===== src/rtl/zigzag_rle.sv =====
// zigzag_rle: scans a quantized 8x8 coefficient block in JPEG zigzag order and emits
// (zero-run, value) symbols with valid/ready flow control. DC is always emitted first;
// trailing zeros collapse into a single EOB symbol.
module zigzag_rle #(
  parameter int unsigned BLOCK_SIZE  = 8,   // only 8 is supported; the zigzag table is fixed 8x8
  parameter int unsigned COEFF_WIDTH = 9,
  parameter int unsigned RUN_WIDTH   = 6
) (
  input  logic                          clk,
  input  logic                          rst,
  input  logic signed [COEFF_WIDTH-1:0] coeffs_in [BLOCK_SIZE][BLOCK_SIZE],
  input  logic                          block_valid,
  output logic                          block_ready,
  output logic                          sym_valid,
  input  logic                          sym_ready,
  output logic [RUN_WIDTH-1:0]          sym_run,
  output logic signed [COEFF_WIDTH-1:0] sym_value,
  output logic                          sym_dc,
  output logic                          sym_eob,
  output logic                          sym_last
);

  localparam int unsigned NUM_COEFFS = BLOCK_SIZE * BLOCK_SIZE;
  localparam int unsigned IDX_WIDTH  = $clog2(NUM_COEFFS);
  localparam int unsigned POS_WIDTH  = $clog2(BLOCK_SIZE);
  localparam logic [IDX_WIDTH-1:0] LAST_IDX = IDX_WIDTH'(NUM_COEFFS - 1);

  // Zigzag scan position -> linear index (row*8 + col).
  localparam logic [5:0] ZZ_LUT [64] = '{
    6'd0,  6'd1,  6'd8,  6'd16, 6'd9,  6'd2,  6'd3,  6'd10,
    6'd17, 6'd24, 6'd32, 6'd25, 6'd18, 6'd11, 6'd4,  6'd5,
    6'd12, 6'd19, 6'd26, 6'd33, 6'd40, 6'd48, 6'd41, 6'd34,
    6'd27, 6'd20, 6'd13, 6'd6,  6'd7,  6'd14, 6'd21, 6'd28,
    6'd35, 6'd42, 6'd49, 6'd56, 6'd57, 6'd50, 6'd43, 6'd36,
    6'd29, 6'd22, 6'd15, 6'd23, 6'd30, 6'd37, 6'd44, 6'd51,
    6'd58, 6'd59, 6'd52, 6'd45, 6'd38, 6'd31, 6'd39, 6'd46,
    6'd53, 6'd60, 6'd61, 6'd54, 6'd47, 6'd55, 6'd62, 6'd63
  };

  typedef enum logic [1:0] {
    ST_IDLE = 2'd0,
    ST_SCAN = 2'd1,
    ST_EMIT = 2'd2,
    ST_EOB  = 2'd3
  } state_t;

  state_t                          state_q, state_d;
  logic [IDX_WIDTH-1:0]            idx_q, idx_d;
  logic [RUN_WIDTH-1:0]            run_q, run_d;
  logic signed [COEFF_WIDTH-1:0]   blk_q [NUM_COEFFS];
  logic signed [COEFF_WIDTH-1:0]   blk_d [NUM_COEFFS];
  logic                            block_ready_q, block_ready_d;
  logic                            sym_valid_q, sym_valid_d;
  logic [RUN_WIDTH-1:0]            sym_run_q, sym_run_d;
  logic signed [COEFF_WIDTH-1:0]   sym_value_q, sym_value_d;
  logic                            sym_dc_q, sym_dc_d;
  logic                            sym_eob_q, sym_eob_d;
  logic                            sym_last_q, sym_last_d;
  logic signed [COEFF_WIDTH-1:0]   cur_coeff;

  assign cur_coeff = blk_q[ZZ_LUT[idx_q]];

  // Next-state, scan counters, block capture and symbol output computation.
  always_comb begin
    state_d     = state_q;
    idx_d       = idx_q;
    run_d       = run_q;
    blk_d       = blk_q;
    sym_valid_d = sym_valid_q;
    sym_run_d   = sym_run_q;
    sym_value_d = sym_value_q;
    sym_dc_d    = sym_dc_q;
    sym_eob_d   = sym_eob_q;
    sym_last_d  = sym_last_q;

    case (state_q)
      ST_IDLE: begin
        if (block_valid && block_ready_q) begin
          for (int unsigned r = 0; r < BLOCK_SIZE; r++) begin
            for (int unsigned c = 0; c < BLOCK_SIZE; c++) begin
              blk_d[IDX_WIDTH'(r * BLOCK_SIZE + c)] = coeffs_in[POS_WIDTH'(r)][POS_WIDTH'(c)];
            end
          end
          idx_d   = '0;
          run_d   = '0;
          state_d = ST_SCAN;
        end
      end

      ST_SCAN: begin
        if ((idx_q == '0) || (cur_coeff != '0)) begin
          sym_valid_d = 1'b1;
          sym_run_d   = run_q;
          sym_value_d = cur_coeff;
          sym_dc_d    = (idx_q == '0);
          sym_eob_d   = 1'b0;
          sym_last_d  = (idx_q == LAST_IDX);
          state_d     = ST_EMIT;
        end else if (idx_q != LAST_IDX) begin
          run_d = run_q + RUN_WIDTH'(1);
          idx_d = idx_q + IDX_WIDTH'(1);
        end else begin
          sym_valid_d = 1'b1;
          sym_run_d   = '0;
          sym_value_d = '0;
          sym_dc_d    = 1'b0;
          sym_eob_d   = 1'b1;
          sym_last_d  = 1'b1;
          state_d     = ST_EOB;
        end
      end

      ST_EMIT: begin
        if (sym_ready) begin
          sym_valid_d = 1'b0;
          sym_run_d   = '0;
          sym_value_d = '0;
          sym_dc_d    = 1'b0;
          sym_eob_d   = 1'b0;
          sym_last_d  = 1'b0;
          if (sym_last_q) begin
            state_d = ST_IDLE;
          end else begin
            run_d   = '0;
            idx_d   = idx_q + IDX_WIDTH'(1);
            state_d = ST_SCAN;
          end
        end
      end

      ST_EOB: begin
        if (sym_ready) begin
          sym_valid_d = 1'b0;
          sym_run_d   = '0;
          sym_value_d = '0;
          sym_dc_d    = 1'b0;
          sym_eob_d   = 1'b0;
          sym_last_d  = 1'b0;
          state_d     = ST_IDLE;
        end
      end

      default: begin
        state_d = ST_IDLE;
      end
    endcase

    // Input is only sampled while idle, so a block can never be re-captured mid-scan.
    block_ready_d = (state_d == ST_IDLE);
  end

  // State, counters, block register and registered outputs; reset discards any in-flight block.
  always_ff @(posedge clk or posedge rst) begin
    if (rst) begin
      state_q       <= ST_IDLE;
      idx_q         <= '0;
      run_q         <= '0;
      blk_q         <= '{default: '0};
      block_ready_q <= 1'b1;
      sym_valid_q   <= 1'b0;
      sym_run_q     <= '0;
      sym_value_q   <= '0;
      sym_dc_q      <= 1'b0;
      sym_eob_q     <= 1'b0;
      sym_last_q    <= 1'b0;
    end else begin
      state_q       <= state_d;
      idx_q         <= idx_d;
      run_q         <= run_d;
      blk_q         <= blk_d;
      block_ready_q <= block_ready_d;
      sym_valid_q   <= sym_valid_d;
      sym_run_q     <= sym_run_d;
      sym_value_q   <= sym_value_d;
      sym_dc_q      <= sym_dc_d;
      sym_eob_q     <= sym_eob_d;
      sym_last_q    <= sym_last_d;
    end
  end

  assign block_ready = block_ready_q;
  assign sym_valid   = sym_valid_q;
  assign sym_run     = sym_run_q;
  assign sym_value   = sym_value_q;
  assign sym_dc      = sym_dc_q;
  assign sym_eob     = sym_eob_q;
  assign sym_last    = sym_last_q;

endmodule

===== config.mk =====
export PLATFORM = sky130hd
export DESIGN_NAME = zigzag_rle
export DESIGN_NICKNAME = d
export VERILOG_FILES = /design/src/rtl/zigzag_rle.sv
export SDC_FILE = /design/constraint.sdc
export NUM_CORES = 1
export LEC_CHECK = 0
export CAP_MARGIN = 10
export CORE_ASPECT_RATIO = 1.1
export CORE_UTILIZATION = 52
export CTS_CLUSTER_DIAMETER = 200
export CTS_CLUSTER_SIZE = 40
export DETAILED_ROUTE_END_ITERATION = 8
export GPL_ROUTABILITY_DRIVEN = 0
export GPL_TIMING_DRIVEN = 0
export MAX_ROUTING_LAYER = met4
export PLACE_DENSITY = 0.81
export REMOVE_ABC_BUFFERS = 1
export SYNTH_ARGS = -nofsm -noshare
export SYNTH_HDL_FRONTEND = slang
export SYNTH_SLANG_ARGS = --single-unit

===== constraint.sdc =====
create_clock -name clk -period 31.7 [get_ports clk]
set_input_delay 7.925 -clock clk [delete_from_list [all_inputs] [get_ports clk]]
set_output_delay 7.925 -clock clk [all_outputs]
set_load 0.05 [all_outputs]

## Word-level counts from Yosys, hierarchy flattened

Memory sizes are Yosys's and may differ from the RTL's.
Index checks and enable logic that the tools add are counted.

- Register bits: 610
- Bits in read-only memories: 384
- Input port bits: 580
- Output and inout bits: 20
- Memories kept: 1

- Add/subtract/negate cells: 2
- Order comparisons: 2
- Equality and inequality tests: 12
- Muxes and demuxes: 42
- Bitwise gates (word level): 2
- Reductions and logical operators: 12

Memory list:

| name | depth | bits a word | read ports | clocked after memory_dff | wr ports | line | source |
|---|---|---|---|---|---|---|---|
| (no name shown) | 64 | 6 | 1 | 0 | 0 | 61 | `assign cur_coeff = blk_q[ZZ_LUT[idx_q]];` |

Operators with widths:

| kind | number |
|---|---|
| 6-bit two-way mux | 14 |
| 9-bit binary-select mux with 6-bit select | 1 |
| 9-bit two-way mux | 5 |
| 6-bit case mux with 3 select lines | 2 |
| 9-bit case mux with 2 select lines | 1 |
| 7-bit greater-or-equal comparator, second input constant | 2 |
| 6-bit inverter with 7-bit output | 2 |
| 6-bit by 1-bit adder with 6-bit output, second input constant | 2 |
| 6-bit case mux with 2 select lines | 1 |
| 2-bit two-way mux | 5 |
| 2-bit != test, second input constant | 5 |
| 9-bit nonzero test | 1 |
| 1-bit two-way mux | 8 |
| 1-bit case mux with 2 select lines | 4 |
| 2-bit case mux with 4 select lines | 1 |
| 6-bit == test, second input constant | 1 |
| 6-bit zero test | 1 |
| 6-bit != test, second input constant | 1 |
| 6-bit AND reduction | 1 |
| 2-bit == test, second input constant | 2 |
| 2-bit zero test | 2 |
| 3-bit != test, second input constant | 1 |
| 3-bit AND reduction | 1 |
| 3-bit nonzero test | 1 |
| 7 further kinds | 7 |

## Logic depth before layout (Yosys ltp)

Gate-level depths: netlist of run 1.

- Depth after elaboration: 13
- Depth in mapped cells: 23
- Depth with buffers taken out: 16

## Worst setup path after synthesis of run 1

OpenSTA, ideal clock, no wires.

- Path type: input to register
- From: input port block_valid
- To: register blk_q[131] in the netlist's numbering
- Setup time: 0.125 ns
- Arrival time: 9.293 ns
- Path slack: 22.282 ns
- Cell stages on the path: 5
- Cells stage by stage: nand3_1 > clkbuf_1 > buf_1 > buf_1 > mux2_2

- Word-level cells in the longest chain between the ends: 2

RTL lines:

| item | line | source |
|---|---|---|
| start, declared | 12 | `input logic block_valid,` |
| 1-bit logical AND | 78 | `if (block_valid && block_ready_q) begin` |
| 2-bit AND reduction (no source line) | - |  |
| end signal, assigned | 170 | `blk_q <= blk_d;` |
| end, declared | 50 | `logic signed [COEFF_WIDTH-1:0] blk_q [NUM_COEFFS];` |

No other way between the ends.
A chain may end at the register's enable or synchronous reset.

## Worst setup path in the final report of run 1

- From: input port block_valid
- To: register blk_q[185] in the netlist's numbering

Same word-level chain as after synthesis.

==> impl_metrics.ini, run 1 <==
[worst_setup_path]
critical_path_peak_fanout = 67
timing.critical_path.max_delay_family = buffers and inverters
critical_path.n_buffers_inverters = 5
crit_arrival_ns = 10.62
worst_setup_path_startpoint = block_valid
crit_path_max_incr_delay_ns = 0.48
critical_path.slowest_cell = sky130_fd_sc_hd__clkdlybuf4s50_1
worstPathCellList = clkdlybuf4s50_1 -> nand3_4 -> buf_16 -> buf_12 -> buf_16 -> buf_16 -> mux2_2
critical_path_required_time_ns = 32.15
crit_end_category = flip-flop
timing_worst_setup_path_type = in2reg
path_common_cell = sky130_fd_sc_hd__buf_16
regToRegStartpoint = idx_q[0]$_DFFE_PP0P_
cp-start-kind = input pin

[run]
max_cap_viol_count = 0

[min_path]
hold_path.startpoint = blk_q[263]$_DFFE_PP0P_
hold_class = reg2reg

[clocking]
clk_root_buffer_cell = sky130_fd_sc_hd__clkbuf_16
worst_skew_pair.late_latency_ns = 0.61
number_of_sinks_on_the_clock_net = 610
clockBufferDepth = 3
tritoncts = yes
cts_made_buffers = 19
cts_hold_buf = 0
clk_pin_slew_worst_paths_ns = 0.09
cts_resized = 0
cts_post_setup_buffers_inserted = 0
htree_levels = 1

[sta]
finalCriticalPeriod_ns = 10.17
setup_viol_count_final = 0
final.period_utilization_pct = 32.1
fin_worst_skew_ns = 0.0512
timing_hold_violations_final = 0
worst-slew-pin-transition_ns = 1.21
worst_hold_slack_ns = 0.512
unrepaired_setup_endpoints_after_global_routing = false
clock.fmax_mhz = 98.3
timing.max_slew.rel_slack_pct = 19.5
timing.final.max_slew_violations = 0

[power]
static_power_due_to_leakage_uw = 0.0153
power-per-cell-area_nw_per_um2 = 114
ir_worst_vdd_mv = 0.0898

[logic_synthesis]
async_reset_ff_share_pct = 100
synth_warnings = 0
synth-seq-area-share_pct = 52.1
postSynthRegisterBits = 610
ys_dominant_reg_cell = sky130_fd_sc_hd__dfrtp_1
netlist_area_um2 = 29300
post_synth_inst_count = 2333
synth.avg_cell_area_um2 = 12.6
yosysUniqueCellTypes = 96
synth_enable_flop_cells = 0

[grt]
grt_overflow_total = 0
grt_antenna_before_repair = 57
grt_use_total_pct = 32.7
grt_pass1_vias = 22745
grt_max_degree = 132
grt_first_pass_wirelength_mm = 138

[floorplanning]
die_area_um2 = 57300
floorplan.die.height_um = 251
row_count = 90
initial_core_util_pct = 53.0
chipWidth_um = 228
core-area_um2 = 55300
top_level_ports = 600

[cells_and_area]
layout_common_cells = 609 x sky130_fd_sc_hd__dfrtp_1, 599 x sky130_fd_sc_hd__clkdlybuf4s50_1, 586 x sky130_fd_sc_hd__mux2_2
nNetsFinal = 3414
multi_input_logic_area_um2 = 13200
n_fill_cell = 4004
final_layout_size_suffix_gt1_share_pct = 24.9
final_core_util_pct = 66.9
area_growth_syn_to_layout_pct = 26.1
regArea_um2 = 15300
final_common_cell = sky130_fd_sc_hd__dfrtp_1
postLayoutCellArea_um2 = 37000

[route]
drt_pre_antenna_iters = 6
average_detailed_routed_wire_length_per_instance_um = 25.6
postRouteWirelength_mm = 92.5
drc = 0
route.vias.total = 21757
route.antenna.remaining_nets = 0
first_iter_violations = 1740
per_cell_via_count_in_the_routed_design = 6.02

[outcome]
run_status = finished clean

[placed_design]
post-dp-hpwl_mm = 67.9
detailed_place.area_um2 = 36200
numPortBuffers = 599
[metrics by stage]
stage	power (uW)	worst slack (ns)	TNS, ns	cells
final	4220	21.53	0	3612
after detailed placement	3850	20.98	0	3526
after CTS	4200	21.58	0	3553
after floorplan	3330	5.97	0	2157
after global routing	4450	21.43	0	3612
after global placement	4290	-0.927	-489.12	3492
[state kept, by name (all words and copies together) (netlist names)]
signal / cells
sym_dc: 1
sym_last: 1
sym_run: 6
sym_value: 9
blk_q: 576
state_q: 2
idx_q: 6
run_q: 6
sym_eob: 1
sym_valid: 1
block_ready: 1
[final cells by class]
type                    count  share of cell area (%)
well taps                 736                    2.49
clock buffers              25                    1.35
clock inverters             2                   0.105
multi-input cells        1532                    35.7
diodes                     56                   0.379
inverters                  15                   0.173
repair buffers            636                    18.5
flip-flops and latches    610                    41.3
[cell usage after synthesis (19+ instances only)]
| cell | number | area share, % |
|---|---|---|
| sky130_fd_sc_hd__buf_2 | 48 | 0.82 |
| sky130_fd_sc_hd__a21oi_1 | 40 | 0.68 |
| sky130_fd_sc_hd__clkbuf_1 | 87 | 1.1 |
| sky130_fd_sc_hd__a211oi_1 | 44 | 1.1 |
| sky130_fd_sc_hd__a31oi_1 | 30 | 0.64 |
| sky130_fd_sc_hd__and3_1 | 52 | 1.1 |
| sky130_fd_sc_hd__nand2_1 | 237 | 3.0 |
| sky130_fd_sc_hd__mux2i_1 | 72 | 2.5 |
| sky130_fd_sc_hd__ha_1 | 20 | 0.85 |
| sky130_fd_sc_hd__dfrtp_1 | 609 | 52 |
| sky130_fd_sc_hd__mux2_2 | 586 | 23 |
| sky130_fd_sc_hd__nor3_1 | 23 | 0.39 |
| sky130_fd_sc_hd__nor2_1 | 33 | 0.42 |
| sky130_fd_sc_hd__o21ai_0 | 23 | 0.39 |
| sky130_fd_sc_hd__a311oi_1 | 19 | 0.57 |
| sky130_fd_sc_hd__nand3_1 | 63 | 1.1 |
[worst register-to-register path: cells and delay by family (launching register included)]
| family | cells | cell delay (ns) |
|---|---|---|
| fa+ha+maj | 1 | 0.51 |
| compound gates | 7 | 2.57 |
| flops | 1 | 0.81 |
| mux | 1 | 0.41 |
| simple gates | 5 | 2.24 |
| buf+inv | 3 | 0.93 |
[cells by family (layout without fill, tap and decap cells)]
group                    Yosys count  after routing  share of synthesized area (%)
flip-flops                       610            610                           52.1
AND/OR/NAND/NOR                  506            506                           8.59
multiplexers                     683            683                           26.8
AO/OA/AOI/OAI                    321            321                           8.35
adder cells (fa/ha/maj)           20             20                          0.853
XOR/XNOR                           2              2                         0.0598
other                              0             56                              0
buffers and inverters            191            678                           3.26
[layer usage]
layer / global-route usage (%) / vias up / wire length [um]
met5: - / - / 0
met4: 13.9 / 0 / 3860
met3: 5.04 / 187 / 5760
met2: 53.9 / 818 / 46600
met1: 40.1 / 11144 / 36300
li1: - / 9608 / -
[path summary, 6_finish.rpt]
kind                       slack, ns                        to  cells after the start
max                            21.53    blk_q[185]$_DFFE_PP0P_                      7
min                             0.51    blk_q[263]$_DFFE_PP0P_                      1
max reg2reg                    24.11  sym_value[5]$_DFFE_PP0P_                     17
min reg2reg                     0.51    blk_q[263]$_DFFE_PP0P_                      1
max in group asynchronous      22.36    blk_q[443]$_DFFE_PP0P_                      4
min in group asynchronous       7.73    blk_q[221]$_DFFE_PP0P_                      2
[report_power, final]
part	switching [uW]	leakage (uW)	internal (uW)
Sequential	221	0.00725	1170
Clock	239	0.000258	115
Combinational	1390	0.00781	1080
Power figures use the tool's default switching activity.
==> run 2: changes to the inputs <==
==> constraint.sdc (replaced) <==
create_clock -name clk -period 10.4 [get_ports clk]
set_input_delay 2.6 -clock clk [delete_from_list [all_inputs] [get_ports clk]]
set_output_delay 2.6 -clock clk [all_outputs]
set_load 0.05 [all_outputs]
==> results of run 2 <==
The final DEF is identical to that of run 1. Status: finished clean.
Main changes from that run: setup slack after placement 20.98 ns -> 2.99 ns; clock-pin slew on the worst setup and hold paths 0.09 ns -> 0.16 ns; setup slack after layout 21.53 ns -> 2.81 ns; start point of the critical path block_valid -> idx_q[0]$_DFFE_PP0P_; end point of the critical path blk_q[185]$_DFFE_PP0P_ -> sym_value[5]$_DFFE_PP0P_; register-to-register setup slack 24.11 ns -> 2.81 ns; total power 4220 uW -> 12900 uW; worst IR drop on VDD 0.0898 mV -> 0.274 mV
==> run 3: changes to the inputs <==
==> constraint.sdc (replaced) <==
create_clock -name clk -period 7.2 [get_ports clk]
set_input_delay 1.8 -clock clk [delete_from_list [all_inputs] [get_ports clk]]
set_output_delay 1.8 -clock clk [all_outputs]
set_load 0.05 [all_outputs]
==> run 3 against run 2 <==
  * Sequential cell count unchanged
  * Count of clock-buffer cells in the layout unchanged
  * Hold slack improved by 0.00069 ns
  * Combinational power is 45% higher
  * Clock skew up 0.0032 ns
  * Largest power group unchanged
  * Maximum frequency increased by 9.5%
  * Largest cell class unchanged
  * Global-route usage hardly changed
  * Total power rose by 45%
  * Via count is essentially flat
  * Sequential power is 44% higher
  * Clock power is 44% higher
==> impl_metrics.ini, run 3 (synthesis results as in run 1) <==
[outcome]
run_status = finished clean

[floorplanning]
floorplan.die.height_um = 251
chipWidth_um = 228
core-area_um2 = 55300
die_area_um2 = 57300
initial_core_util_pct = 53.0
row_count = 90
top_level_ports = 600

[sta]
timing_hold_violations_final = 0
timing.max_slew.rel_slack_pct = 15.5
unrepaired_setup_endpoints_after_global_routing = false
clock.fmax_mhz = 144
final.period_utilization_pct = 96.3
timing.final.max_slew_violations = 0
finalCriticalPeriod_ns = 6.94
worst_hold_slack_ns = 0.513
setup_viol_count_final = 0
fin_worst_skew_ns = 0.0544
worst-slew-pin-transition_ns = 1.27

[cells_and_area]
regArea_um2 = 15300
final_layout_size_suffix_gt1_share_pct = 25.0
layout_common_cells = 606 x sky130_fd_sc_hd__dfrtp_1, 599 x sky130_fd_sc_hd__clkdlybuf4s50_1, 586 x sky130_fd_sc_hd__mux2_2
multi_input_logic_area_um2 = 13200
final_core_util_pct = 66.9
largest_register = blk_q
final_common_cell = sky130_fd_sc_hd__dfrtp_1
largest_register_ff_count = 576
nNetsFinal = 3415
area_growth_syn_to_layout_pct = 26.2
postLayoutCellArea_um2 = 37000
n_fill_cell = 4000

[min_path]
hold_path.startpoint = blk_q[263]$_DFFE_PP0P_
hold_class = reg2reg

[clocking]
clockBufferDepth = 3
clk_root_buffer_cell = sky130_fd_sc_hd__clkbuf_16
cts_hold_buf = 0
htree_levels = 1
number_of_sinks_on_the_clock_net = 610
cts_post_setup_buffers_inserted = 0
cts_made_buffers = 19
worst_skew_pair.late_latency_ns = 0.61
tritoncts = yes
clk_pin_slew_worst_paths_ns = 0.16

[power]
power_switching_uw = 8190
p_clk_share_pct = 8.4
ir_worst_vdd_mv = 0.410
seq_power_share_pct = 32.8
netSwitchingFraction_pct = 44.0
power-per-cell-area_nw_per_um2 = 504
p_total_uw = 18600
share_of_power_burned_in_combinational_logic_pct = 58.8
static_power_due_to_leakage_uw = 0.0153
internal-power_uw = 10400

[grt]
grt_pass1_vias = 22752
grt_use_total_pct = 32.7
grt_antenna_before_repair = 57
grt_overflow_total = 0
grt_first_pass_wirelength_mm = 138
grt_max_degree = 132

[worst_setup_path]
crit_end_category = flip-flop
critical_path_peak_fanout = 70
regToRegStartpoint = idx_q[0]$_DFFE_PP0P_
worst_setup_path_startpoint = idx_q[0]$_DFFE_PP0P_
cp-start-kind = flip-flop
timing_worst_setup_path_type = reg2reg
crit_arrival_ns = 7.42
critical_path_required_time_ns = 7.68

[route]
route.antenna.remaining_nets = 0
dr.max_layer_used = met4
first_iter_violations = 1814
route.vias.total = 21745
average_detailed_routed_wire_length_per_instance_um = 25.7
drc = 0
met2RoutedLength_mm = 46.9
detail_route.wirelength.met1_mm = 36.7
drt_pre_antenna_iters = 7
per_cell_via_count_in_the_routed_design = 6.02
met3_layer_wire_length_in_the_routed_design_mm = 5.51
postRouteWirelength_mm = 92.8

[placed_design]
numPortBuffers = 599
detailed_place.area_um2 = 36200
post-dp-hpwl_mm = 67.9

[run]
max_cap_viol_count = 0
==> run 3: cell count changes in the layout (fill, tap and decap cells not counted) <==
cell / previous run / this run
sky130_fd_sc_hd__nand2_4: 2 / 1
sky130_fd_sc_hd__dfrtp_1: 609 / 606
sky130_fd_sc_hd__nor4_2: 2 / 1
sky130_fd_sc_hd__nor4_4: 1 / 2
sky130_fd_sc_hd__nor2_4: 2 / 3
sky130_fd_sc_hd__dfrtp_2: 0 / 3
sky130_fd_sc_hd__nand2_8: 0 / 1
==> run 3: power by group through the flow <==
stage               combinational (uW)  sequential [uW]  clock [uW]
floorplan                         7750             6000           0
global placement                 10600             6080           0
detailed placement               10800             6190           0
CTS                              10800             6110        1590
global route                     11600             6320        1690
finish                           10900             6120        1560
==> run 3: timing repair <==
action                     CTS  global route
setup endpoints to repair   15            22
gates cloned                 0             1
pin swaps                    0             1
resized for setup            1             4
==> run 3: metrics by stage <==
step | TNS [ns] | cells | worst slack [ns]
detailed placement | -0.800 | 3526 | -0.206
finish | 0 | 3613 | 0.263
global route | 0 | 3613 | 0.0358
CTS | 0 | 3553 | 0.0225
global placement | - | 3492 | -19.30
floorplan | - | 2157 | -12.40
==> run 3: final timing paths <==
| path | slack, ns | cells after the start | endpoint |
|---|---|---|---|
| setup / recovery | 0.26 | 17 | sym_value[5]$_DFFE_PP0P_ |
| hold / removal | 0.51 | 1 | blk_q[263]$_DFFE_PP0P_ |
| setup reg to reg | 0.26 | 17 | sym_value[5]$_DFFE_PP0P_ |
| hold reg to reg | 0.51 | 1 | blk_q[263]$_DFFE_PP0P_ |
| max in group asynchronous | 3.95 | 4 | idx_q[4]$_DFFE_PP0P_ |
| min in group asynchronous | 1.60 | 2 | blk_q[221]$_DFFE_PP0P_ |
==> run 3: area by class of cell <==
class	instances	share of cell area, %
inverter	15	0.172
clock buffer	25	1.35
sequential	610	41.3
multi-input combinational	1533	35.7
timing repair buffer	636	18.5
clock inverter	2	0.105
tap	736	2.49
antenna	56	0.379
==> run 3: worst max-delay path: stages (launching register included) <==
cell and delay [ns]:
sky130_fd_sc_hd__dfrtp_2 0.63, sky130_fd_sc_hd__inv_1 0.26, sky130_fd_sc_hd__ha_1 0.48, sky130_fd_sc_hd__and2b_1 0.21, sky130_fd_sc_hd__o31a_1 0.35, sky130_fd_sc_hd__o211ai_4 0.48, sky130_fd_sc_hd__nand2_8 0.39, sky130_fd_sc_hd__buf_12 0.33
sky130_fd_sc_hd__buf_16 0.22, sky130_fd_sc_hd__a211oi_1 0.36, sky130_fd_sc_hd__nor4_1 0.12, sky130_fd_sc_hd__a211o_1 0.38, sky130_fd_sc_hd__a2111oi_0 0.64, sky130_fd_sc_hd__nor3_1 0.32, sky130_fd_sc_hd__and4bb_1 0.40, sky130_fd_sc_hd__nand2_2 0.22
sky130_fd_sc_hd__o21ai_4 0.51, sky130_fd_sc_hd__mux2_2 0.40
==> run 3: routing by layer <==
metal / up-vias / track usage, %
li1: 9621 / -
met1: 11167 / 40.2
met2: 781 / 54.0
met3: 176 / 4.93
met4: 0 / 13.9
met5: - / -
